<file path="config.mk">
export PLATFORM = sky130hd
export DESIGN_NAME = i2s_tx
export DESIGN_NICKNAME = d
export VERILOG_FILES = /design/src/rtl/i2s_pkg.sv /design/src/rtl/sample_edge_det.sv /design/src/rtl/i2s_tx.sv
export SDC_FILE = /design/constraint.sdc
export NUM_CORES = 1
export LEC_CHECK = 0
export ABC_AREA = 1
export CORE_MARGIN = 1
export CORE_UTILIZATION = 45
export DETAILED_ROUTE_END_ITERATION = 8
export GPL_TIMING_DRIVEN = 1
export MAX_ROUTING_LAYER = met4
export PLACE_DENSITY = 0.65
export SYNTH_ARGS = -nofsm -noshare
export SYNTH_HDL_FRONTEND = slang
export SYNTH_SLANG_ARGS = --single-unit
</file>
<file path="constraint.sdc">
create_clock -name clk -period 2.76 [get_ports clk]
set_clock_uncertainty 0.1 [all_clocks]
set_input_delay 0.552 -clock clk [delete_from_list [all_inputs] [get_ports clk]]
set_output_delay 0.552 -clock clk [all_outputs]
set_load 0.05 [all_outputs]
</file>
<file path="src/rtl/i2s_pkg.sv">
// Shared constants and FSM state type for the I2S transmitter.
package i2s_pkg;
  localparam int SAMPLE_W   = 24;
  localparam int SLOT_W     = 32;
  localparam int FRAME_BITS = 64;

  typedef enum logic {
    IDLE = 1'b0,
    RUN  = 1'b1
  } state_t;
endpackage

</file>
<file path="src/rtl/sample_edge_det.sv">
// Two-flop synchronizer for the sample-rate strobe plus a registered
// rising-edge pulse; the pulse is one clk wide, two clk after the first sampling flop.
module sample_edge_det
  import i2s_pkg::*;
(
  input  logic clk,
  input  logic reset,
  input  logic sig_in,
  output logic rise
);
  logic sync1_q, sync1_d;
  logic sync2_q, sync2_d;
  logic prev_q, prev_d;
  logic rise_q, rise_d;

  always_comb begin
    sync1_d = sig_in;
    sync2_d = sync1_q;
    prev_d  = sync2_q;
    rise_d  = sync2_q & ~prev_q;
  end

  always_ff @(posedge clk) begin
    if (reset) begin
      sync1_q <= 1'b0;
      sync2_q <= 1'b0;
      prev_q  <= 1'b0;
      rise_q  <= 1'b0;
    end else begin
      sync1_q <= sync1_d;
      sync2_q <= sync2_d;
      prev_q  <= prev_d;
      rise_q  <= rise_d;
    end
  end

  assign rise = rise_q;
endmodule

</file>
<file path="src/rtl/i2s_tx.sv">
// Mono I2S transmitter: 64-bit frames, 24-bit word sent in both slots.
// Define I2S_LEFT_JUSTIFIED_EN for left-justified slots instead of I2S one-bit delay.
module i2s_tx
  import i2s_pkg::*;
#(
  parameter int SCLK_DIV = 8
) (
  input  logic                clk,
  input  logic                reset,
  input  logic                sample_clk,
  input  logic [SAMPLE_W-1:0] sample_in,
  input  logic                mute,
  output logic                sclk,
  output logic                lrclk,
  output logic                sdata,
  output logic                underrun,
  output logic                overrun
);
  localparam int DIV_W  = 8;
  localparam int BIT_W  = $clog2(FRAME_BITS);
  localparam int SLOT_IW = $clog2(SLOT_W);

  state_t              state_q, state_d;
  logic [DIV_W-1:0]    div_q, div_d;
  logic [BIT_W-1:0]    bit_q, bit_d;
  logic [SAMPLE_W-1:0] hold_q, hold_d;
  logic [SAMPLE_W-1:0] shift_q, shift_d;
  logic                pending_q, pending_d;
  logic                sclk_q, sclk_d;
  logic                lrclk_q, lrclk_d;
  logic                sdata_q, sdata_d;
  logic                underrun_q, underrun_d;
  logic                overrun_q, overrun_d;
  logic                rise;
  logic                frame_start;
  logic                bit_start;

  function automatic logic slot_bit(input logic [SAMPLE_W-1:0] w,
                                    input logic [SLOT_IW-1:0] k);
`ifdef I2S_LEFT_JUSTIFIED_EN
    if (k < 5'd24) return w[5'd23 - k];
    return 1'b0;
`else
    if (k >= 5'd1 && k <= 5'd24) return w[5'd24 - k];
    return 1'b0;
`endif
  endfunction

  sample_edge_det u_edge (
    .clk    (clk),
    .reset  (reset),
    .sig_in (sample_clk),
    .rise   (rise)
  );

  always_comb begin
    state_d     = state_q;
    div_d       = div_q;
    bit_d       = bit_q;
    hold_d      = hold_q;
    shift_d     = shift_q;
    pending_d   = pending_q;
    sclk_d      = sclk_q;
    lrclk_d     = lrclk_q;
    sdata_d     = sdata_q;
    underrun_d  = 1'b0;
    overrun_d   = overrun_q;
    frame_start = 1'b0;
    bit_start   = 1'b0;

    case (state_q)
      IDLE: begin
        sclk_d  = 1'b0;
        lrclk_d = 1'b0;
        sdata_d = 1'b0;
        div_d   = '0;
        bit_d   = '0;
        if (pending_q) begin
          state_d     = RUN;
          frame_start = 1'b1;
          bit_start   = 1'b1;
        end
      end
      RUN: begin
        if (div_q == DIV_W'(SCLK_DIV - 1)) begin
          div_d = '0;
          if (!sclk_q) begin
            sclk_d = 1'b1;
          end else begin
            sclk_d    = 1'b0;
            bit_d     = bit_q + 1'b1;
            bit_start = 1'b1;
            if (bit_q == BIT_W'(FRAME_BITS - 1)) begin
              frame_start = 1'b1;
              underrun_d  = ~pending_q;
            end
          end
        end else begin
          div_d = div_q + 1'b1;
        end
      end
    endcase

    // Copy uses the old hold value; a coincident new sample only re-arms pending.
    if (frame_start) begin
      shift_d   = mute ? '0 : hold_q;
      pending_d = 1'b0;
    end
    if (rise) begin
      hold_d    = sample_in;
      pending_d = 1'b1;
      if (pending_q && !frame_start) overrun_d = 1'b1;
    end

    if (bit_start) begin
      lrclk_d = bit_d[BIT_W-1];
      sdata_d = slot_bit(shift_d, bit_d[BIT_W-2:0]);
    end
  end

  always_ff @(posedge clk) begin
    if (reset) begin
      state_q    <= IDLE;
      div_q      <= '0;
      bit_q      <= '0;
      hold_q     <= '0;
      shift_q    <= '0;
      pending_q  <= 1'b0;
      sclk_q     <= 1'b0;
      lrclk_q    <= 1'b0;
      sdata_q    <= 1'b0;
      underrun_q <= 1'b0;
      overrun_q  <= 1'b0;
    end else begin
      state_q    <= state_d;
      div_q      <= div_d;
      bit_q      <= bit_d;
      hold_q     <= hold_d;
      shift_q    <= shift_d;
      pending_q  <= pending_d;
      sclk_q     <= sclk_d;
      lrclk_q    <= lrclk_d;
      sdata_q    <= sdata_d;
      underrun_q <= underrun_d;
      overrun_q  <= overrun_d;
    end
  end

  assign sclk     = sclk_q;
  assign lrclk    = lrclk_q;
  assign sdata    = sdata_q;
  assign underrun = underrun_q;
  assign overrun  = overrun_q;
endmodule

</file>
== Yosys cells after proc, flatten, opt, wreduce, memory -nomap -nowiden ==
Cells that the tools add are included.

* Bits of input ports: 28
* Bits in registers: 73
* Output and inout port bits: 5
* Logic and storage cells: 68

* Add/subtract/negate cells: 3
* Reduce and logical (&&, ||, !) cells: 6
* Magnitude comparators: 3
* Bitwise gates (word level): 7
* Mux-type cells: 30
* Equality and inequality tests: 4

{| class="wikitable"
|+ Operators by type and width
! kind !! count
|-
| $mux W24 || 2
|-
| $mux W1 || 19
|-
| $pmux W8 S2 || 1
|-
| $mux W6 || 2
|-
| $pmux W6 S2 || 1
|-
| $add A8 B1 Y8 const B || 1
|-
| $eq A8 B3 Y1 const B || 1
|-
| $mux W8 || 1
|-
| $add A6 B1 Y6 const B || 1
|-
| $eq A6 B6 Y1 const B || 1
|-
| $lt A5 B6 Y1 const B || 1
|-
| $not A1 Y1 || 6
|-
| $pmux W1 S2 || 3
|-
| $bmux W1 S5 || 1
|-
| $ge A5 B1 Y1 const B || 1
|-
| $le A5 B5 Y1 const B || 1
|-
| $reduce_or A5 Y1 || 1
|-
| $sub A5 B5 Y5 const A || 1
|-
| $ne A2 B1 Y1 const B || 2
|-
| $logic_and A1 B1 Y1 || 2
|-
| $reduce_and A2 Y1 || 1
|-
| $reduce_bool A2 Y1 || 1
|-
| $and A1 B1 Y1 || 1
|-
| $logic_not A1 Y1 || 1
|}

== Depth between registers and ports, before layout ==
Gate-level depths: netlist of run 1.

* Depth after elaboration: 11
* Depth in mapped cells: 18
* Depth with buffers taken out: 17

== Cells and area by module ==
Synthesis of run 1 repeated with hierarchy kept, for this count alone.

* Cells, all modules: 503
* Area total of the unflattened synthesis: 3493.4 sq um

{| class="wikitable"
|+ Modules (own cells, without submodules)
! module !! instances !! seq. area each (sq um) !! area an instance (sq um) !! cells an instance
|-
| i2s_tx || 1 || 1381.3 || 3378.2 || 491
|-
| sample_edge_det || 1 || 80.1 || 115.1 || 12
|}

== Worst setup path before layout of run 1 ==
No wires, ideal clock.

* Path kind: register to register
* Start point: register sclk_q, in the netlist sclk
* End point: register sdata_q, in the netlist sdata
* Setup slack: 0.206 ns
* Stages on the path, launching flop included: 15
* Required time: 2.529 ns
* Arrival time: 2.323 ns
* Setup time: 0.131 ns
* Buffers on the path: 2
* Cell sequence: dfxtp_1 -> buf_2 -> xor2_1 -> nand2_2 -> nand2_2 -> nand2_4 -> buf_6 -> ha_1 -> inv_1 -> nand3_1 -> nand3_1 -> a21oi_2 -> nor2_1 -> nand2_1 -> a21oi_2

* Word-level cells in the longest chain between the ends: 9
* Elaborated cells on any way between the ends: 22
* Classes of those cells: 1 x add/sub; 2 x order compare; 1 x eq/ne; 17 x mux; 1 x reduce/logical

{| class="wikitable"
|+ RTL lines
! element !! RTL line !! RTL
|-
| from (decl) || i2s_tx.sv:29 || <nowiki>logic sclk_q, sclk_d;</nowiki>
|-
| from (signal assigned) || i2s_tx.sv:141 || <nowiki>sclk_q <= sclk_d;</nowiki>
|-
| $mux W6 or $mux W1 (tied branches) || i2s_tx.sv:87 || <nowiki>if (!sclk_q) begin</nowiki>
|-
| $mux W6 or $mux W1 (tied branches) || i2s_tx.sv:85 || <nowiki>if (div_q == DIV_W'(SCLK_DIV - 1)) begin</nowiki>
|-
| $pmux W6 S2 or $pmux W1 S2 (tied branches) || i2s_tx.sv:71 || <nowiki>case (state_q)</nowiki>
|-
| $sub A5 B5 Y5 (tied with other cells) || i2s_tx.sv:44 || <nowiki>if (k >= 5'd1 && k <= 5'd24) return w[5'd24 - k];</nowiki>
|-
| $bmux W1 S5 or $logic_and A1 B1 Y1 (tied branches) || i2s_tx.sv:44 ||
|-
| $mux W1 (implied by the code) || i2s_tx.sv:44 ||
|-
| $mux W1 (on tied branches) || i2s_tx.sv:44, i2s_tx.sv:115 ||
|-
| $mux W1 || i2s_tx.sv:45 || <nowiki>return 1'b0;</nowiki>
|-
| $mux W1 || i2s_tx.sv:115 || <nowiki>if (bit_start) begin</nowiki>
|-
| to (signal assigned) || i2s_tx.sv:143 || <nowiki>sdata_q <= sdata_d;</nowiki>
|-
| to (decl) || i2s_tx.sv:31 || <nowiki>logic sdata_q, sdata_d;</nowiki>
|}

Parallel ways exist; a longest one is shown, timed or not. The select of a mux whose other input is x is not followed.
A chain may end at the register's enable or synchronous reset.

== Worst setup path in the final report of run 1 ==
* Start point: register div_q[0]
* End point: register sdata_q, in the netlist sdata

* Word-level cells in the longest chain between the ends: 9
* Elaborated cells on any way between the ends: 20
* Classes of those cells: 1 x add/sub; 2 x order compare; 2 x eq/ne; 14 x mux; 1 x reduce/logical

{| class="wikitable"
|+ RTL lines
! element !! RTL line !! RTL
|-
| from (decl) || i2s_tx.sv:24 || <nowiki>logic [DIV_W-1:0] div_q, div_d;</nowiki>
|-
| from (signal assigned) || i2s_tx.sv:136 || <nowiki>div_q <= div_d;</nowiki>
|-
| $eq A8 B3 Y1 * || i2s_tx.sv:85 ||
|-
| $mux W6 or $mux W1 (tied branches) || i2s_tx.sv:85 ||
|-
| $pmux W6 S2 or $pmux W1 S2 (tied branches) || i2s_tx.sv:71 ||
|-
| $sub A5 B5 Y5 (tied with other cells) || i2s_tx.sv:44 ||
|-
| $bmux W1 S5 or $logic_and A1 B1 Y1 (tied branches) || i2s_tx.sv:44 ||
|-
| $mux W1 (implied by the code) || i2s_tx.sv:44 ||
|-
| $mux W1 (on tied branches) || i2s_tx.sv:44, i2s_tx.sv:115 ||
|-
| $mux W1 || i2s_tx.sv:45 ||
|-
| $mux W1 || i2s_tx.sv:115 ||
|}

Every way passes the cells marked *; elsewhere a longest branch is shown, timed or not. The select of a mux whose other input is x is not followed.

==> results of run 1 <==
stage by stage:
stage | worst slack [ns] | power, W | hold WS, ns | std cells | cell area, µm²
floorplan | 0.206 | 0.00118 | 0.273 | 474 | 3420
CTS | 0.128 | 0.00207 | 0.293 | 605 | 3970
finish | 0.243 | 0.00206 | 0.293 | 608 | 4010
global placement | 0.268 | 0.00124 | 0.280 | 590 | 3770
detailed placement | 0.156 | 0.00124 | 0.287 | 590 | 3770
global route | 0.00589 | 0.00214 | 0.323 | 608 | 4010
cell type report:
class | instances | area (µm²) | area share
multi-input cells | 333 | 1660 | 0.414
flip-flops and latches | 73 | 1460 | 0.365
repair buffers | 42 | 390 | 0.0975
inverters | 46 | 178 | 0.0444
clock buffers | 10 | 138 | 0.0344
well taps | 99 | 124 | 0.0309
clock inverters | 5 | 56.3 | 0.0141
routing by layer:
layer  wire (µm)  share of wire  GRT usage
met4         210          0.029      0.130
met3         205          0.028     0.0388
met2        3260           0.45      0.326
met5           0              0          -
met1        3570           0.49      0.260
synthesized netlist by cell type, types with 2 or more instances:
| cell | count | area [µm²] |
|---|---|---|
| nand2_1 | 115 | 432 |
| dfxtp_1 | 73 | 1460 |
| nand3_1 | 68 | 340 |
| nor2_1 | 53 | 199 |
| inv_1 | 43 | 161 |
| a21oi_1 | 37 | 185 |
| clkbuf_1 | 11 | 41.3 |
| o21ai_0 | 8 | 40.0 |
| a211oi_1 | 7 | 52.6 |
| nand2_2 | 7 | 43.8 |
| nand3_2 | 5 | 50.1 |
| buf_6 | 4 | 45.0 |
| ha_1 | 4 | 50.1 |
| nor3_1 | 4 | 20.0 |
| buf_1 | 3 | 11.3 |
| nand3b_1 | 3 | 22.5 |
| xor2_1 | 3 | 26.3 |
| a21oi_2 | 2 | 17.5 |
| buf_2 | 2 | 10.0 |
| inv_4 | 2 | 12.5 |
| nand2_4 | 2 | 22.5 |
| nand4_1 | 2 | 12.5 |
| nor4_1 | 2 | 12.5 |
registers in the layout, summed over array words and instances (netlist names):
register        cells
lrclk               1
bit_q               6
state_q             1
u_edge.prev_q       1
pending_q           1
underrun            1
u_edge.prev_d       1
shift_q            24
u_edge.rise         1
u_edge.sync1_q      1
div_q               8
sclk                1
overrun             1
sdata               1
hold_q             24
cells by family after synthesis:
family / count (synthesis)
adder cells (fa/ha/maj): 4
buffers and inverters: 68
XOR/XNOR: 3
AO/OA/AOI/OAI: 58
AND/OR/NAND/NOR: 268
flip-flops: 73
where the power goes:
part	total (W)	switching, W	internal (W)
Sequential	0.00108	0.00000944	0.00107
Clock	0.000839	0.000404	0.000435
Combinational	0.000134	0.0000727	0.0000615
Total	0.00206	0.000486	0.00157
cells in the final DEF (no fill, tap or decap), drive strengths merged, types with 4 or more instances in the layout:
cell type and count:
o21ai 9, clkdlybuf4s50 31, buf 11, nand3 74
a211oi 7, nand2 124, clkbuf 10, nor2 55
ha 4, dfxtp 73, clkinv 4, nor3 4
a21oi 39, inv 45
worst paths after layout:
| kind | endpoint | slack, ns | depth (start not counted) |
|---|---|---|---|
| hold / removal | u_edge.rise$_SDFF_PP0_ | 0.29 | 1 |
| setup / recovery | sdata$_SDFFE_PP0P_ | 0.24 | 15 |
| setup reg to reg | sdata$_SDFFE_PP0P_ | 0.24 | 15 |
| hold reg to reg | u_edge.rise$_SDFF_PP0_ | 0.29 | 1 |
timing repair:
item                                    in CTS  in global routing
resized for setup                            0                  4
setup buffers                                0                  3
endpoints found under the setup margin       0                  1
==> metrics.txt, run 1 <==
Post-Syn Instances=474; row count=31; die footprint=slightly below 8000 µm²; worst min path class=register to register; Crit path largest cell delay=between 0.4 and 0.5 ns; GRT Total Usage=0.213; 1st-pass router iterations=4; fin crit share=0.912; Die Span Y=89.2 µm; min-delay src=u_edge.prev_q$_SDFF_PP0_; max cap viols=0; Fmax=approximately 0.4 GHz; Setup TNS=0 ns; main combinational cell family by area after synthesis=simple AND/OR/NAND/NOR gates; antenna cells=0; Worst Setup End Kind=register; post-layout util=0.549; Synth warnings=0; Post-CTS Hold Buffers=0; VDD IR max=between 300 and 400 µV; simple-gate share of the synthesized area=0.364; clock tree buffer depth=2; initial antenna violation count=0; Arr. time, crit path=2.70 ns; Pleak=approximately 1.5 nW; WL final=about 7300 µm; clock latency on the worst-skew pair=roughly 0.36 ns; DP Wirelength=about 5000 µm; Crit path required time=slightly below 3 ns; ys async rst share=0; vias per inst=slightly below 5; total grt overflow=0; share of cells above drive strength 1=0.102; worst path buffer plus inverter count=1; CP Class=register to register; Worst Setup SP=div_q[0]$_SDFF_PP0_; slowest CP cell=ha_2; Hold Fails Final Rpt=0; first-pass GRT wire length=between 10,000 and 15,000 µm; clock edge transition at the registers on the reported setup and hold paths=around 0.070 ns; post-synthesis mux area share=0; Startpoint Class=register; die width=a little under 90 µm; EDFF count, synth=0; DRC=0; via count=around 3,000; syn_area_per_cell=slightly above 7 µm²; TritonCTS clock tree=built; Port Buffers=32; Final GP Congestion=between 0.9 and 1; post-layout min period=about 2.5 ns; Num CTS Buffers=9; Main synth FF type=dfxtp_1; final slew viol count=0; H-tree levels=3; Mapped Nets=slightly above 500; pin count of the biggest net entering global routing=64; Top delay family on crit path=simple AND/OR/NAND/NOR gates; clk sinks=73; CP max FO=16; initial core utilization=0.469; Area Growth Syn to Fin=17.2%; Core ar.=roughly 7300 µm²; 1st-iter DRT viols=between 100 and 150; Compound-Gate Fraction of Synth Area=0.0944; root buf cell=clkbuf_8; Netlist Area Pre-Place=about 3400 µm²; wire per inst=about 12 µm; nets=approximately 540; cell repeated most along the worst path=nand3_1; IO Pins=33; number of global-route vias before repair=2,715; area share of fa/ha/maj cells after synthesis=0.0146; status=finished clean; pwr dens=around 510 nW/µm²; crit path cell chain=ha_2 > nand3_4 > nor2_8 > nand2_2 > nand2_2 > nand2_8 > ha_2 > inv_2 > nand3_1 > nand3_1 > nand3_1 > nand2_1 > nor2_1 > nand2_1 > a21oi_2; # setup viols final=0; RSZ-0062 raised after global routing=false; Slew @ Worst Pin=slightly below 0.9 ns; Seq/Total Area, Yosys=0.428; Filler cells=743; post-synthesis cell type count=37; Post-DRT Antenna Nets=0; XOR/XNOR share of the synthesized area=0.00769; worst rel slew slack=0.412; FF+latch count, synth=between 70 and 80; Reg2Reg Launch Point=div_q[0]$_SDFF_PP0_
Power figures use the tool's default switching activity.
==> inputs of run 2 (changes only) <==
--- a/config.mk
+++ b/config.mk
@@ -9,7 +9,7 @@
 export CORE_MARGIN = 1
 export CORE_UTILIZATION = 45
 export DETAILED_ROUTE_END_ITERATION = 8
-export GPL_TIMING_DRIVEN = 1
+export GPL_TIMING_DRIVEN = 0
 export MAX_ROUTING_LAYER = met4
 export PLACE_DENSITY = 0.65
 export SYNTH_ARGS = -nofsm -noshare
==> run 2 against run 1 <==
Sequential share of layout area down 0.39 points. Power shrank 3.2%. Critical path depth up 2. Final cell count up 2.1%. Wire length is 7.6% higher. Count of clock-buffer cells in the layout is 2 higher. Die area stayed put. Cell area rose by 1.2%. Register-to-register slack worse by 0.05 ns. Largest cell class unchanged.
==> metrics.txt, run 2 (synthesis results as in run 1) <==
1st-iter DRT viols=118 (was 125); Filler cells=745 (was 743); post-layout min period=2.56 ns (was 2.52 ns); # setup viols final=0 (unchanged); multi-input combinational cell area=1650 µm² (was 1660 µm²); 1st-pass router iterations=4 (unchanged); Post-DRT Antenna Nets=0 (unchanged); pwr dens=491 nW/µm² (was 513 nW/µm²); reg2reg end=sdata$_SDFFE_PP0P_ (unchanged); Reg2Reg Launch Point=div_q[1]$_SDFF_PP0_ (was div_q[0]$_SDFF_PP0_); Area Growth Syn to Fin=18.5% (was 17.2%); Core ar.=7290 µm² (unchanged); Arr. time, crit path=2.67 ns (was 2.70 ns); Pleak=1.59 nW (was 1.54 nW); Setup TNS=0 ns (unchanged); VDD IR max=337 µV (was 355 µV); Crit path largest cell delay=0.36 ns (was 0.44 ns); fin crit share=0.928 (was 0.912); via count=3,067 (was 2,999); register area=1460 µm² (about the same); Hold Fails Final Rpt=0 (unchanged); clock latency on the worst-skew pair=0.35 ns (was 0.36 ns); total power=0.00199 W (was 0.00206 W); number of global-route vias before repair=2,821 (was 2,715); max cap viols=0 (unchanged); pin count of the biggest net entering global routing=12 (was 64); row count=31 (unchanged); most frequent cells in the layout=nand2_1, dfxtp_1, nand3_1 (unchanged); TritonCTS clock tree=built (unchanged); status=finished clean (unchanged); total grt overflow=0 (unchanged); RSZ-0062 raised after global routing=false (unchanged); WHS=0.292 ns (was 0.293 ns); Worst Setup End Kind=register (unchanged); nets=550 (was 537); final worst-path setup slack=0.198 ns (was 0.243 ns); worst rel slew slack=0.606 (was 0.412); clock tree buffer depth=2 (unchanged); clk sinks=73 (unchanged); post-layout util=0.556 (was 0.549); Port Buffers=30 (was 32); vias per inst=4.94 (was 4.93); WHS Path Cells=1 (unchanged); worst path buffer plus inverter count=2 (was 1); reg2reg path depth=17 (was 15); GRT Total Usage=0.226 (was 0.213); Final GP Congestion=0.830 (was 0.956); CP Class=register to register (unchanged); share of cells above drive strength 1=0.102 (about the same); CP max FO=10 (was 16); clock edge transition at the registers on the reported setup and hold paths=0.07 ns (about the same); pre-CTS setup slack=-0.0128 ns (was 0.156 ns); die footprint=7950 µm² (unchanged); IO Pins=33 (unchanged); Num CTS Buffers=9 (unchanged); largest registers=hold_q (24), shift_q (24), div_q (8) (unchanged); Fmax=0.390 GHz (was 0.397 GHz); R2R setup slack=0.20 ns (was 0.24 ns); crit path cell chain=ha_2 > nand3_4 > nor2_8 > nand2_2 > nand2_2 > nand2_4 > buf_6 > ha_2 > or2_0 > nand2_1 > inv_1 > nand3_1 > nand3_1 > nand2_1 > nor2_1 > nand2_1 > a21oi_2 (was ha_2 > nand3_4 > nor2_8 > nand2_2 > nand2_2 > nand2_8 > ha_2 > inv_2 > nand3_1 > nand3_1 > nand3_1 > nand2_1 > nor2_1 > nand2_1 > a21oi_2); sink of the worst hold path=u_edge.rise$_SDFF_PP0_ (unchanged); critical path depth=17 (was 15); Die Span Y=89.2 µm (unchanged); initial antenna violation count=0 (unchanged); initial core utilization=0.469 (unchanged); Top delay family on crit path=simple AND/OR/NAND/NOR gates (unchanged); WL final=7800 µm (was 7250 µm); worst min path class=register to register (unchanged); antenna cells=0 (unchanged); cell repeated most along the worst path=nand2_1 (was nand3_1); slowest CP cell=dfxtp_1 (was ha_2); wire per inst=12.6 µm (was 11.9 µm); Post-CTS Hold Buffers=0 (unchanged); root buf cell=clkbuf_8 (unchanged); die width=89.2 µm (unchanged); final slew viol count=0 (unchanged); Startpoint Class=register (unchanged); H-tree levels=3 (unchanged); most common cell after layout, fill and taps aside=nand2_1 (unchanged); DRC=0 (unchanged); min-delay src=u_edge.prev_q$_SDFF_PP0_ (unchanged); Crit path required time=2.87 ns (was 2.94 ns); DP Wirelength=5690 µm (was 4950 µm); Slew @ Worst Pin=0.592 ns (was 0.881 ns); first-pass GRT wire length=13,100 µm (was 12,400 µm)
## run 2: changes by cell type in the layout (fill, tap and decap cells not counted), moves of 2 or more
| cell | delta |
|---|---|
| clkbuf_8 | +2 |
| buf_1 | +3 |
| buf_4 | -6 |
| buf_6 | +4 |
| clkbuf_1 | +11 |
## run 2: worst max-delay path by stage
stage | endpoint | slack, ns | startpoint
floorplan | sdata$_SDFFE_PP0P_ | 0.21 | sclk$_SDFFE_PP0P_
global placement | sdata$_SDFFE_PP0P_ | 0.006 | div_q[0]$_SDFF_PP0_
detailed placement | sdata$_SDFFE_PP0P_ | -0.01 | div_q[0]$_SDFF_PP0_
CTS | sdata$_SDFFE_PP0P_ | 0.05 | div_q[0]$_SDFF_PP0_
global route | sdata$_SDFFE_PP0P_ | 0.04 | div_q[1]$_SDFF_PP0_
finish | sdata$_SDFFE_PP0P_ | 0.20 | div_q[1]$_SDFF_PP0_
## run 2: metal layers
metal,GRT usage,share of wire
met1,0.282,0.49
met2,0.366,0.46
met3,0.0369,0.030
met4,0.0909,0.017
met5,-,0
## run 2: cell type report
| type | instances | share of cell area |
|---|---|---|
| Inverter | 46 | 0.0439 |
| Buffer | 22 | 0.0334 |
| Multi-Input combinational cell | 333 | 0.407 |
| Timing Repair Buffer | 33 | 0.0797 |
| Clock inverter | 3 | 0.00371 |
| Tap cell | 99 | 0.0306 |
| Sequential cell | 73 | 0.361 |
| Clock buffer | 12 | 0.0408 |
## run 2: stage by stage
stage	instance area [µm²]	instances
after floorplan	3420	474
after global placement	3840	603
after detailed placement	3840	603
after CTS	4030	618
after global routing	4050	621
final	4050	621
## run 2: worst reg2reg max path: stages (launching register included)
cell and delay [ns]:
dfxtp_1 0.36, ha_2 0.22, nand3_4 0.10, nor2_8 0.15
nand2_2 0.07, nand2_2 0.08, nand2_4 0.09, buf_6 0.17
ha_2 0.18, or2_0 0.22, nand2_1 0.16, inv_1 0.11
nand3_1 0.11, nand3_1 0.08, nand2_1 0.06, nor2_1 0.04
nand2_1 0.08, a21oi_2 0.05
## run 2: repair_timing
| item | CTS | global route |
|---|---|---|
| gates resized for setup | 2 | 2 |
| setup buffers | 0 | 3 |
| endpoints found under the setup margin | 1 | 1 |
| endpoints found under the hold margin | 0 | 0 |
| pin swaps | 0 | 1 |
## run 2: where the power goes
| part | switching [W] | total (W) | internal [W] | leakage, nW |
|---|---|---|---|---|
| clock network | 0.000377 | 0.000767 | 0.000390 | 0.0980 |
| logic | 0.0000802 | 0.000142 | 0.0000623 | 0.898 |
| registers | 0.00000739 | 0.00108 | 0.00107 | 0.591 |
